[config.mk]
export PLATFORM = sky130hd
export DESIGN_NAME = reg_file_sb
export DESIGN_NICKNAME = d
export VERILOG_FILES = /design/src/rtl/reg_file_sb.sv
export SDC_FILE = /design/constraint.sdc
export NUM_CORES = 1
export LEC_CHECK = 0
export BUFFER_PORTS_ARGS = -buffer_cell sky130_fd_sc_hd__buf_2
export CORE_ASPECT_RATIO = 0.8
export CORE_MARGIN = 1
export CORE_UTILIZATION = 40
export DETAILED_ROUTE_END_ITERATION = 6
export GPL_TIMING_DRIVEN = 0
export PLACE_DENSITY = 0.63
export SLEW_MARGIN = 20
export SYNTH_ARGS = -nofsm -noshare
export SYNTH_HDL_FRONTEND = slang
export SYNTH_SLANG_ARGS = --single-unit
[constraint.sdc]
create_clock -name Clk -period 1.9 [get_ports Clk]
set_input_delay 0.19 -clock Clk [delete_from_list [all_inputs] [get_ports Clk]]
set_output_delay 0.19 -clock Clk [all_outputs]
set_load 0.02 [all_outputs]
[src/rtl/reg_file_sb.sv]
// Datapath register file with async reset, optional hardwired R0, write-to-read bypass,
// per-register pending-write scoreboard and a one-register-per-cycle clear sweep.
module reg_file_sb #(
  parameter int W       = 8,
  parameter int A       = 3,
  parameter int NRD     = 2,
  parameter int ZERO_R0 = 0,
  parameter int BYPASS  = 1
) (
  input  logic               Clk,
  input  logic               Reset_n,
  input  logic               WriteEn,
  input  logic [A-1:0]       Waddr,
  input  logic [W-1:0]       DataIn,
  input  logic [NRD*A-1:0]   Raddr,
  output logic [NRD*W-1:0]   DataOut,
  output logic [NRD-1:0]     RdBusy,
  input  logic               Issue,
  input  logic [A-1:0]       IssueAddr,
  output logic               IssueAccept,
  output logic [2**A-1:0]    BusyVec,
  input  logic               ClearAll,
  output logic               Ready
);

  localparam int DEPTH = 2**A;
  localparam logic [A-1:0] CNT_LAST = '1;

  typedef enum logic {IDLE, CLEAR} state_t;

  state_t       state_reg, state_next;
  logic [A-1:0] cnt_reg, cnt_next;

  logic         sweeping;
  logic         wr_drop;
  logic         wr_ok;
  logic         issue_set;
  logic [W-1:0] mem_q [DEPTH];

  always_ff @(posedge Clk or negedge Reset_n) begin
    if (!Reset_n) begin
      state_reg <= IDLE;
      cnt_reg   <= '0;
    end else begin
      state_reg <= state_next;
      cnt_reg   <= cnt_next;
    end
  end

  // The counter wraps to zero exactly when the last register is swept, so the
  // A-bit width is sufficient and the exit test never aliases.
  always_comb begin
    state_next = state_reg;
    cnt_next   = cnt_reg;
    case (state_reg)
      IDLE: begin
        if (ClearAll) begin
          state_next = CLEAR;
          cnt_next   = '0;
        end
      end
      CLEAR: begin
        cnt_next = cnt_reg + A'(1);
        if (cnt_reg == CNT_LAST) begin
          state_next = IDLE;
        end
      end
      default: begin
        state_next = IDLE;
        cnt_next   = '0;
      end
    endcase
  end

  assign Ready       = (state_reg == IDLE);
  assign sweeping    = (state_reg == CLEAR);
  assign wr_drop     = (ZERO_R0 != 0) && (Waddr == '0);
  assign wr_ok       = WriteEn && Ready && !wr_drop;
  // Acceptance looks only at the registered busy bit; a same-cycle writeback cannot unblock it.
  assign IssueAccept = Issue && Ready && !BusyVec[IssueAddr];
  assign issue_set   = IssueAccept && !((ZERO_R0 != 0) && (IssueAddr == '0));

  genvar gi;
  generate
    for (gi = 0; gi < DEPTH; gi++) begin : g_reg
      logic [W-1:0] data_reg;
      logic         busy_reg;
      logic         sweep_hit;
      logic         wr_hit;
      logic         iss_hit;

      assign sweep_hit = sweeping && (cnt_reg == A'(gi));
      assign wr_hit    = wr_ok && (Waddr == A'(gi));
      assign iss_hit   = issue_set && (IssueAddr == A'(gi));

      // Issue beats writeback on the busy bit when both target this register.
      always_ff @(posedge Clk or negedge Reset_n) begin
        if (!Reset_n) begin
          data_reg <= '0;
          busy_reg <= 1'b0;
        end else if (sweep_hit) begin
          data_reg <= '0;
          busy_reg <= 1'b0;
        end else begin
          if (wr_hit) begin
            data_reg <= DataIn;
          end
          if (iss_hit) begin
            busy_reg <= 1'b1;
          end else if (wr_hit) begin
            busy_reg <= 1'b0;
          end
        end
      end

      assign mem_q[gi]   = data_reg;
      assign BusyVec[gi] = busy_reg;
    end

    for (gi = 0; gi < NRD; gi++) begin : g_rd
      logic [A-1:0] ra;
      logic [W-1:0] rdata;
      logic         rbusy;

      assign ra = Raddr[gi*A +: A];

      always_comb begin
        rdata = mem_q[ra];
        rbusy = BusyVec[ra];
        if ((BYPASS != 0) && wr_ok && (Waddr == ra)) begin
          rdata = DataIn;
          rbusy = 1'b0;
        end
        if ((ZERO_R0 != 0) && (ra == '0)) begin
          rdata = '0;
          rbusy = 1'b0;
        end
      end

      assign DataOut[gi*W +: W] = rdata;
      assign RdBusy[gi]         = rbusy;
    end
  endgenerate

endmodule
# Word-level counts from Yosys, hierarchy flattened
# Cells that the tools add are included.
# word_totals
word_cells	161
in_bits	25
regBits	76
output_inout_bits	28
# classes
n_bitwise	3
mux	61
n_eq_ne	24
n_reduce_logical	49
magnitude_cmp	5
addsub	1
# op_table
operator	count
$mux W8	22
$bmux W8 S3	2
$eq A3 B3 Y1 const B	12
$mux W1	31
$logic_and A1 B1 Y1	29
$reduce_bool A3 Y1	8
$eq A3 B2 Y1 const B	6
$reduce_bool A2 Y1	8
$lt A3 B4 Y1 const B	3
$bmux W1 S3	3
$eq A3 B1 Y1 const B	3
$logic_not A3 Y1	3
$ge A4 B4 Y1 const B	2
$not A3 Y4	2
$eq A3 B3 Y1	2
$pmux W3 S2	1
$add A3 B1 Y3 const B	1
$mux W3	1
$ne A2 B2 Y1 const B	1
$pmux W1 S2	1
$logic_not A1 Y1	1
$not A1 Y1	1

# Logic depth before layout (Yosys ltp)
# Gate-level depths: netlist (run 1).
# logic_depth
word_depth	7
ltp_mapped	6
mapped_depth_nobuf	4

# Worst setup path before layout (run 1)
# OpenSTA, ideal clock, no wires.
# synth_timing
path_kind	in2out
start	input Raddr[1]
end	output DataOut[7]
setup_slack_ns	0.122
t_arrival_ns	1.588
path_buffers	2
required_time_ns	1.710
path_stages	5
path_cell_list	clkbuf_1 buf_2 mux4_1 mux2_2 mux2_2
# synth_via
elab_chain_len	5
elab_cells_between_ends	7
classes_between	1 x eq/ne; 4 x mux; 1 x bitwise; 1 x reduce/logical
# synth_lines
item	line_no	text
start: declaration	15	input logic [NRD*A-1:0] Raddr,
$not A3 Y4 (not written as such)	128	rdata = mem_q[ra];
$bmux W8 S3	128	
$mux W8 (not written as such) (2 in a row)	128	
$mux W8 *	130	if ((BYPASS != 0) && wr_ok && (Waddr == ra)) begin
end: declaration	16	output logic [NRD*W-1:0] DataOut,
# Mark *: on every way between the ends. The rest lies on a longest branch, timed or not. The select of a mux whose other input is x is not followed.

# Worst setup path after layout (run 1)
# layout_timing
start	register g_reg[3].data_reg[4]
end	output DataOut[4]
# layout_via
elab_chain_len	4
# layout_lines
item	line_no	text
start: declaration	86	logic [W-1:0] data_reg;
start signal: assignment	106	data_reg <= DataIn;
$bmux W8 S3	128	
$mux W8 (not written as such) (2 in a row)	128	
$mux W8	130	
# Every way passes these cells. The select of a mux whose other input is x is not followed.

==> metrics, run 1 <==
CP Cell Sequence mux4_2 -> mux2_4 -> mux2_4 -> buf_6; commonest non-fill, non-tap cell in the layout dfrtp_1; EDFF count, synth 0; min-delay worst type input port to flip-flop; Power Density 1220 nW/µm²; CP peak stage delay 0.51 ns; CP startpoint kind flip-flop; RSZ-0062 raised after global routing true; setup TNS -3.36 ns; Clk Latency, worst-skew pair 0.34 ns; FILL cells 1167; top cell type by total area after synthesis dfrtp_1; actual slew at the worst max-slew pin 0.700 ns; Max Slew Vio Count 0; cell leakage power 2.62 nW; Mapped Area 5120 µm²; Crit path max-delay family multiplexers; Crit Path Class flip-flop to output pin; r2r worst-path depth 5; register bit count reported by yosys 76; initial antenna violation count 0; Compound-Gate Fraction of Synth Area 14.4%; post-route minimum period 2.13 ns; Initial Util 41.5%; routed wire length per instance 23.1 µm; Final period util 112%; synth top area cells dfrtp_1 (37%), mux4_1 (11%), o21ai_0 (7.1%); clk sinks 76; mux contribution to synthesized area 27.2%; final count of negative-setup-slack endpoints 19; synthesized instance count 486; first-pass GRT wire length 25800 µm; largest net degree at the start of global routing 47; Critical Path End Type output pin; Reg area 1900 µm²; gr usage total 26.6%; die height 103 µm; post-synth top area share 37.1%; DR pass1 iterations 7; Die Area 13300 µm²; final setup margin -0.227 ns; Util after Layout 49.6%; fmax 470 MHz; I/O Pins 53; Worst Hold Launch ClearAll; Largest register FFs 64; chip width 129 µm; TritonCTS Buffers 9; area grow syn2layout 19.5%; clk buf depth 2; hold slack 0.0478 ns; CTS tree built; Crit path top cell by count mux2_4; Hold Crit Endpoint cnt_reg[1]; Syn. warnings 0; status complete, but fails checks; # port buffers 35; Post-synth ARST share 100%; gpl congestion 0.873; core area 12300 µm²; largest family of logic cells by synthesized area multiplexers; vias 4513; hold path depth 2; relative slew slack 53.2%; Multi-input gate area 2880 µm²; Reg-to-Reg Start state_reg; vias in the first global route 4569; Iteration-0 DRC Markers 484; Final Hold Fails 0; global route total overflow 0; DP HPWL 11400 µm; DR DRC count 0; Seq/Total Area, Yosys 37.1%; Buf+Inv Stages, Crit Path 1; Final Total Pwr 0.00745 W; Slowest cell on crit path mux4_2; Simple-Gate Fraction of Synth Area 11.6%; post-route ant nets 0; CTS Root Cell clkbuf_16; Via-to-Cell Ratio 6.22; Post-Route WL 16800 µm; Yosys cell types 35; post-synthesis xor/xnor area fraction 1.03%; Max FO, Critical Path 3; failing checks negative setup slack; syn avg cell area 10.5 µm²; required time worst endpoint 1.71 ns; maxcap violations 0; clock skew after layout 0.00487 ns; Critical Path AT 1.94 ns; Nets 582; most frequent cells in the layout dfrtp_1 (75), o21ai_0 (73), a21oi_1 (72); flop2flop setup slack 0.10 ns; layout cell share with drive strength beyond 1 32.4%; Antenna diodes 0; peak supply drop 0.768 mV; Reg clk slew, reported paths 0.06 ns; syn_nets 517; CTS H-Tree Depth 3; Place WS -0.538 ns; Post-synth top flop dfrtp_1; num rows 36; Post-Synth Adder-Cell Area 1.47%; reg-to-reg endpoint g_reg[3].data_reg[6]
[cell families after synthesis]
family / Yosys count
compound gates: 147
xor+xnor: 6
fa+ha+maj: 6
buf+inv: 71
flops: 76
mux: 74
simple gates: 106
[how the worst max path moves through the flow]
| stage | start | to | slack [ns] | cells past startpoint |
|---|---|---|---|---|
| finish | g_reg[3].data_reg[4] | DataOut[4] | -0.23 | 4 |
| global route | g_reg[2].data_reg[0] | DataOut[0] | -0.25 | 4 |
| CTS | g_reg[2].data_reg[0] | DataOut[0] | -0.22 | 4 |
| detailed placement | Raddr[4] | DataOut[9] | -0.54 | 6 |
| global placement | Raddr[1] | DataOut[1] | -0.49 | 6 |
| floorplan | Raddr[1] | DataOut[7] | 0.12 | 5 |
[synth_stat cells (3+ instances only)]
master    count
nand2_1       4
nor2b_1       3
buf_2         4
buf_4        10
a21oi_1      72
mux2_2       20
nand2b_1      4
mux4_1       22
and3_1        7
and2_1        5
o21ai_0      73
inv_1         4
ha_1          6
mux4_2       16
mux2_4       14
xnor2_1       6
nand3_1      65
buf_1         5
clkbuf_1     42
dfrtp_1      76
or3_1         6
buf_6         3
[worst reg2reg max path, stage by stage (launching register included)]
cell and delay, ns:
dfrtp_2 0.49, and3b_1 0.23, clkbuf_1 0.22, clkbuf_1 0.45
nand3_1 0.15, a21oi_1 0.18
[layer usage]
metal	global-route usage, %	up-vias	routed length, µm	share of wire (%)
met5	0	-	0	0
li1	-	1931	-	-
met2	42.0	259	7710	46
met4	10.5	0	304	1.8
met3	5.35	28	1460	8.7
met1	36.4	2295	7330	44
[stage by stage]
stage | area (µm²) | cells
after floorplan | 5120 | 486
after global placement | 5510 | 692
after detailed placement | 5540 | 693
after CTS | 6030 | 721
after global routing | 6120 | 726
final | 6120 | 726
[cell type report]
| type | instances | area share, % |
|---|---|---|
| Clock buffer | 13 | 4.25 |
| Multi-Input combinational cell | 340 | 47.0 |
| Tap cell | 171 | 3.50 |
| Timing Repair Buffer | 56 | 7.97 |
| Inverter | 5 | 0.307 |
| Sequential cell | 76 | 31.1 |
| Clock inverter | 2 | 0.164 |
| Buffer | 63 | 5.70 |
[power breakdown]
part	total, W	internal (W)	leakage, nW	switching, W
registers	0.00251	0.00210	1.04	0.000417
logic	0.00332	0.00162	1.45	0.00170
clock network	0.00162	0.000946	0.135	0.000671
total	0.00745	0.00467	2.62	0.00278
[repair_timing]
action | in CTS | in global routing
endpoints found under the hold margin | 30 | 0
gates resized for setup | 84 | 20
hold buffers | 1 | 0
setup buffers | 14 | 5
gates cloned | 0 | 1
setup endpoints to repair | 50 | 66
pin swaps | 3 | 0
No activity file was read; power rests on OpenSTA's default activity.
==> run 2, diff against run 1 <==
TNS_END_PERCENT = 50   (was unset)
==> metrics, run 2 (synthesis gave the netlist of run 1 again) <==
clock skew after layout 0.00460 ns; Initial Util 41.5%; cell leakage power 2.61 nW; Crit Path Class flip-flop to output pin; fin cells 725; Largest register FFs 64; status complete, but fails checks; Antenna diodes 0; peak supply drop 0.763 mV; FILL cells 1165; Final Hold Fails 0; required time worst endpoint 1.71 ns; CTS tree built; chip width 129 µm; r2r worst-path depth 5; Max Slew Vio Count 0; Clk Latency, worst-skew pair 0.34 ns; most frequent cells in the layout dfrtp_1 (75), o21ai_0 (73), a21oi_1 (72); num rows 36; Nets 581; first-pass GRT wire length 25700 µm; layout cell share with drive strength beyond 1 31.8%; I/O Pins 53; relative slew slack 51.8%; core area 12300 µm²; vias 4518; commonest non-fill, non-tap cell in the layout dfrtp_1; Iteration-0 DRC Markers 487; failing checks negative setup slack; gr usage total 26.5%; DR DRC count 0; Final Total Pwr 0.00741 W; actual slew at the worst max-slew pin 0.720 ns; # port buffers 35; min-delay worst type input port to flip-flop; flop2flop setup slack 0.06 ns; Final period util 112%; Inst Count DP 693; final count of negative-setup-slack endpoints 19; Power Density 1220 nW/µm²; final setup margin -0.220 ns; post-route ant nets 0; Max FO, Critical Path 3; CP startpoint kind flip-flop; DP HPWL 11400 µm; die height 103 µm; hold slack 0.0474 ns; RSZ-0062 raised after global routing true; routed wire length per instance 23.0 µm; Die Area 13300 µm²; clk sinks 76; Via-to-Cell Ratio 6.23; initial antenna violation count 0; gpl congestion 0.873; Reg clk slew, reported paths 0.06 ns; area grow syn2layout 19.1%; vias in the first global route 4564; fmax 472 MHz; CTS H-Tree Depth 3; maxcap violations 0; TritonCTS Buffers 9; post-route minimum period 2.12 ns; global route total overflow 0; Critical Path End Type output pin; Critical Path AT 1.93 ns; CTS Root Cell clkbuf_16; Post-Route WL 16700 µm; clk buf depth 2; DR pass1 iterations 5; hold path depth 2; largest net degree at the start of global routing 47
[run 2: path summary, 6_finish.rpt]
kind	from	to
worst max register to register	state_reg	g_reg[7].data_reg[5]
worst min register to register	cnt_reg[0]	cnt_reg[0]
worst max-delay path	g_reg[3].data_reg[4]	DataOut[4]
max in group asynchronous	Reset_n	state_reg
worst min-delay path	ClearAll	cnt_reg[1]
min in group asynchronous	Reset_n	g_reg[4].data_reg[3]
[run 2: stage by stage]
step                cell area, µm²  setup TNS, ns  setup slack [ns]  util (%)
floorplan                     5120              0             0.122         -
global placement              5510         -10.47            -0.490      44.7
detailed placement            5540         -11.07            -0.538      44.9
CTS                           6010          -3.49            -0.219      48.7
global route                  6100          -4.20            -0.251      49.4
finish                        6100          -3.40            -0.220      49.4
[run 2: what timing repair did]
item | CTS | global route
hold buffers | 1 | 0
setup endpoints to repair | 50 | 66
gates cloned | 0 | 1
hold endpoints to repair | 30 | 0
setup buffers | 13 | 5
pin swaps | 3 | 0
resized for setup | 82 | 15
[run 2: layout make-up]
type	instances	area [µm²]	area share, %
clock inverters	2	10.0	0.164
well taps	171	214	3.51
clock buffers	13	260	4.27
inverters	5	18.8	0.308
flip-flops and latches	76	1900	31.2
repair buffers	55	473	7.76
multi-input cells	340	2870	47.1
plain buffers	63	347	5.68
[run 2: worst max-delay path, cell delays in order, from the launching register on]
cell and delay [ns]:
dfrtp_1 0.41, mux4_2 0.50, mux2_4 0.28, mux2_4 0.26
buf_6 0.13
[run 2: per-layer routing]
| metal | track usage [%] | part of all wire, % |
|---|---|---|
| met1 | 36.3 | 43 |
| met2 | 41.8 | 46 |
| met3 | 5.35 | 9.3 |
| met4 | 10.5 | 2.1 |
| met5 | 0 | 0 |
[run 2: report_power, final]
part | switching [W] | internal [W] | total (W) | leakage (nW)
Sequential | 0.000405 | 0.00210 | 0.00250 | 1.04
Combinational | 0.00169 | 0.00161 | 0.00330 | 1.44
Clock | 0.000665 | 0.000945 | 0.00161 | 0.135
Total | 0.00276 | 0.00465 | 0.00741 | 2.61
